--- config.mk ---
export PLATFORM = sky130hd
export DESIGN_NAME = oam_dma
export DESIGN_NICKNAME = d
export VERILOG_FILES = /design/src/rtl/oam_dma.sv
export SDC_FILE = /design/constraint.sdc
export NUM_CORES = 1
export LEC_CHECK = 0
export CORE_ASPECT_RATIO = 1.25
export CORE_MARGIN = 4
export CORE_UTILIZATION = 47
export DETAILED_ROUTE_END_ITERATION = 10
export GPL_ROUTABILITY_DRIVEN = 0
export HOLD_SLACK_MARGIN = 0.05
export PLACE_DENSITY = 0.8
export SLEW_MARGIN = 20
export SYNTH_ARGS = -nofsm -noshare
export SYNTH_HDL_FRONTEND = slang
export SYNTH_SLANG_ARGS = --single-unit
--- constraint.sdc ---
create_clock -name clock -period 2.15 [get_ports clock]
set_input_delay 0.5375 -clock clock [delete_from_list [all_inputs] [get_ports clock]]
set_output_delay 0.5375 -clock clock [all_outputs]
set_load 0.1 [all_outputs]
--- src/rtl/oam_dma.sv ---
// OAM DMA engine: a $4014 write halts the CPU and copies the 256-byte page {page,00..FF}
// to OAMDATA ($2004) as read/write pairs, with reads always landing on get (parity 0) cycles.
module oam_dma (
  input  logic        clock,
  input  logic        reset,
  input  logic [15:0] cpuAddr,
  input  logic [7:0]  cpuDataOut,
  input  logic        cpuWrite,
  input  logic        cpuRead,
  input  logic [7:0]  memData,
  output logic        ready,
  output logic        dmaActive,
  output logic [15:0] dmaAddr,
  output logic        dmaRead,
  output logic [7:0]  oamData,
  output logic        oamWrite,
  output logic        done
);

  // state   | meaning
  // S_IDLE  | waiting for a $4014 write, CPU runs
  // S_HALT  | CPU halted, bus still CPU-owned until it reaches a read cycle
  // S_ALIGN | one dummy DMA cycle so the first read falls on a get cycle
  // S_READ  | fetch {page,index} into the buffer
  // S_WRITE | put the buffer to $2004, advance index
  // S_DONE  | one-cycle completion pulse, CPU released
  typedef enum logic [2:0] {S_IDLE, S_HALT, S_ALIGN, S_READ, S_WRITE, S_DONE} state_t;

  state_t      r_state;
  logic        r_parity;
  logic [7:0]  r_page;
  logic [7:0]  r_index;
  logic [7:0]  r_buffer;
  logic        r_ready;
  logic        r_dma_active;
  logic        r_dma_read;
  logic        r_oam_write;
  logic        r_done;
  logic [15:0] r_dma_addr;

  logic        w_trigger;
  logic [7:0]  w_index_inc;

  assign w_trigger   = cpuWrite && (cpuAddr == 16'h4014);
  assign w_index_inc = r_index + 8'd1;

  // Outputs are registered alongside the state they belong to.
  always_ff @(posedge clock) begin
    if (reset) begin
      r_state      <= S_IDLE;
      r_parity     <= 1'b0;
      r_page       <= 8'h00;
      r_index      <= 8'h00;
      r_buffer     <= 8'h00;
      r_ready      <= 1'b1;
      r_dma_active <= 1'b0;
      r_dma_read   <= 1'b0;
      r_oam_write  <= 1'b0;
      r_done       <= 1'b0;
      r_dma_addr   <= 16'h0000;
    end else begin
      r_parity <= ~r_parity;
      case (r_state)
        S_IDLE: begin
          if (w_trigger) begin
            r_state <= S_HALT;
            r_page  <= cpuDataOut;
            r_index <= 8'h00;
            r_ready <= 1'b0;
          end
        end
        S_HALT: begin
          if (cpuRead) begin
            r_dma_active <= 1'b1;
            // current parity 1 means the next cycle is a get cycle
            if (r_parity) begin
              r_state    <= S_READ;
              r_dma_read <= 1'b1;
              r_dma_addr <= {r_page, r_index};
            end else begin
              r_state <= S_ALIGN;
            end
          end
        end
        S_ALIGN: begin
          r_state    <= S_READ;
          r_dma_read <= 1'b1;
          r_dma_addr <= {r_page, r_index};
        end
        S_READ: begin
          r_state     <= S_WRITE;
          r_buffer    <= memData;
          r_dma_read  <= 1'b0;
          r_oam_write <= 1'b1;
          r_dma_addr  <= 16'h2004;
        end
        S_WRITE: begin
          r_index     <= w_index_inc;
          r_oam_write <= 1'b0;
          if (r_index == 8'hFF) begin
            r_state      <= S_DONE;
            r_dma_active <= 1'b0;
            r_dma_addr   <= 16'h0000;
            r_done       <= 1'b1;
            r_ready      <= 1'b1;
          end else begin
            r_state    <= S_READ;
            r_dma_read <= 1'b1;
            r_dma_addr <= {r_page, w_index_inc};
          end
        end
        S_DONE: begin
          r_state <= S_IDLE;
          r_done  <= 1'b0;
        end
        default: begin
          r_state      <= S_IDLE;
          r_ready      <= 1'b1;
          r_dma_active <= 1'b0;
          r_dma_read   <= 1'b0;
          r_oam_write  <= 1'b0;
          r_done       <= 1'b0;
          r_dma_addr   <= 16'h0000;
        end
      endcase
    end
  end

  assign ready     = r_ready;
  assign dmaActive = r_dma_active;
  assign dmaAddr   = r_dma_addr;
  assign dmaRead   = r_dma_read;
  assign oamData   = r_buffer;
  assign oamWrite  = r_oam_write;
  assign done      = r_done;

endmodule
==> results by group <==
Power and ir drop
  • Static Leakage: 1.21 nW
  • Power Dens Cells: 528 nW/um^2
  • Worst vdd ir: 0.434 mV

Detailed routing
  • Vias per cell: 5.70
  • WL/cell: 15.1 um
  • # DRC: 0
  • Post-route antenna net violation count: 0
  • Router iterations before antenna repair: 4
  • Final WL: 6090 um
  • Routed vias: 2304
  • Initial DRC count: 126

Placed design
  • Port bufs: 64
  • DP Area: 3070 um^2
  • Post-place setup slack: -327 ps
  • HPWL after DPL: 4710 um

Clocking
  • CTS H-tree depth: 2
  • TritonCTS clock tree: done
  • Worst skew pair latency: 300 ps
  • Hold-fix buffers, CTS: 0
  • Root Buffer: clkbuf_8
  • CTS clk-pin slew, worst paths: 90 ps
  • Max Buffers Root-to-Sink: 2
  • CTS Buf Count: 5
  • Clk sinks: 49
  • # Post-CTS Setup Buffers: 0

Critical path
  • Peak fanout along the critical path: 2
  • Data required time at the worst endpoint: 2340 ps
  • Crit path capture type: register
  • Type of origin of the critical path: input pin
  • Worst Setup Path Type: in2reg
  • Critical Path AT: 2270 ps

Floorplanning
  • # rows: 28
  • Chip height: 86.4 um
  • Die X-Extent: 70.8 um
  • Num ports: 65
  • Die area: 6120 um^2
  • Initial Util: 0.486
  • Core area: 4760 um^2

Synth
  • Synth Area in Adders: 0.00541
  • Synth async-reset ratio: 0
  • Sequential element share of the synthesized area: 0.424
  • Synth Warn #: 0
  • Post-synth EDFFs: 0
  • Post-Synth Simple-Gate Area: 0.249
  • Mapped Area: 2310 um^2
  • Mapped Nets: 306
  • Synth Register Bits: 49
  • Post-synth cell types: 61
  • Syn Inst Count: 269
  • Mean post-synth cell area: 8.60 um^2
  • Multiplexer share of the synthesized area: 0.0389
  • XOR/XNOR Fraction of Synth Area: 0.0114
  • Main combinational cell family by area after synthesis: simple AND/OR/NAND/NOR gates
  • Synth Area in Compound Gates: 0.228
  • Top FF cell, synth: dfxtp_1

STA
  • Slew Limit Fails: 0
  • Setup Skew: 5.78 ps
  • Final Hold Fails: 0
  • Total negative slack: 0 ps
  • Worst-Margin Slew: 533 ps
  • Hold WS: 444 ps
  • Slew headroom: 0.644
  • Achievable Freq: 0.481 GHz
  • Unrepaired setup endpoints after global routing: false
  • Final Setup Violations: 0
  • Fin worst setup slack: 71.2 ps
  • Final min period: 2080 ps
  • Final Cycle Share: 0.967

GRT
  • Largest net degree at the start of global routing: 24
  • Initial antenna violation count: 0
  • Overflow after GRT: 0
  • Number of global-route vias before repair: 2217
  • First-pass GRT wire length: 10200 um
  • Gr usage total: 0.205

Cells and area
  • Fin util: 0.670
  • Commonest non-fill, non-tap cell in the layout: buf_4
  • Commonest non-fill, non-tap cells in the layout: buf_4, dfxtp_1, nand2_1, clkdlybuf4s50_1, a21oi_1
  • Layout cells sized above 1: 0.206
  • # diodes: 0
  • Fin area: 3190 um^2
  • Area grow syn2layout: 38.0%
  • Nets: 380

Min path
  • Worst hold path type: reg2reg

Run status
  • Status: complete, no violations

Flow run
  • Max_cap viols: 0
[cell type report]
| type | instances | area, um^2 |
|---|---|---|
| Tap cell | 60 | 75.1 |
| Multi-Input combinational cell | 196 | 1240 |
| Timing Repair Buffer | 88 | 768 |
| Clock inverter | 1 | 30.0 |
| Clock buffer | 7 | 86.3 |
| Inverter | 3 | 11.3 |
| Sequential cell | 49 | 981 |
| Fill cell | 424 | 1570 |
[worst max-delay path, cell delays in order]
cell and delay [ps]:
clkdlybuf4s50_1 430, or4_4 540, or4_1 500, a211o_1 260
[cells in the mapped netlist (3+ instances only)]
library cell,number,area share
nor2_1,8,0.013
nand2b_1,3,0.0081
o21ai_0,9,0.019
dfxtp_1,49,0.42
a21oi_1,25,0.054
buf_2,4,0.0087
nand3_1,14,0.030
clkbuf_1,16,0.026
xnor2_1,3,0.011
nand2_1,37,0.060
a31oi_1,7,0.019
nor3_1,3,0.0065
a22o_1,7,0.027
a211oi_1,3,0.0097
mux2i_1,9,0.039
nor3b_1,4,0.013
o2bb2ai_1,3,0.011
or3_1,5,0.014
nor2b_1,5,0.014
[kinds of logic (layout without fill, tap and decap cells)]
group | Yosys count | after routing
AOI/OAI and AO/OA | 79 | 79
xor gates and xnor gates | 3 | 3
and+or+nand+nor | 104 | 104
muxes | 9 | 9
adders and majority gates | 1 | 1
buffers and inverters | 24 | 99
DFF | 49 | 49
[path summary, 6_finish.rpt]
kind / startpoint / to / slack (ps) / cells after the start
hold / removal: r_parity / r_parity / 440 / 1
setup reg to reg: r_state[1] / dmaAddr[6] / 220 / 5
hold reg to reg: r_parity / r_parity / 440 / 1
setup / recovery: cpuAddr[8] / ready / 70 / 4
[routing by layer]
metal  global-route usage  routed length [um]
met1                0.235                2400
met2                0.377                3210
met3               0.0487                 399
met4               0.0581                  82
met5                    0                   0
[power breakdown]
part           total, mW  internal [mW]  leakage, nW  switching (mW)
clock              0.675          0.379       0.0585           0.296
sequential         0.909          0.908        0.395        0.000883
combinational      0.103         0.0673        0.757          0.0358
total               1.69           1.35         1.21           0.333
[what timing repair did]
item                                    in CTS  in global routing
endpoints found under the setup margin       1                  3
pin swaps                                    4                  2
gates resized for setup                      5                  1
hold endpoints to repair                     0                  0
[per-stage QoR]
step / power, mW / cells
6_report: 1.69 / 404
3_5_place_dp: 1.03 / 396
5_1_grt: 1.74 / 404
2_1_floorplan: 0.955 / 269
4_1_cts: 1.70 / 404
3_3_place_gp: 1.03 / 396
[sequential cells by signal, indices dropped and copies added, names as in the netlist]
name       count
done           1
oamWrite       1
dmaRead        1
r_parity       1
r_page         8
oamData        8
dmaAddr       16
r_index        8
r_state        3
dmaActive      1
ready          1
(Power assumes the default switching activity.)
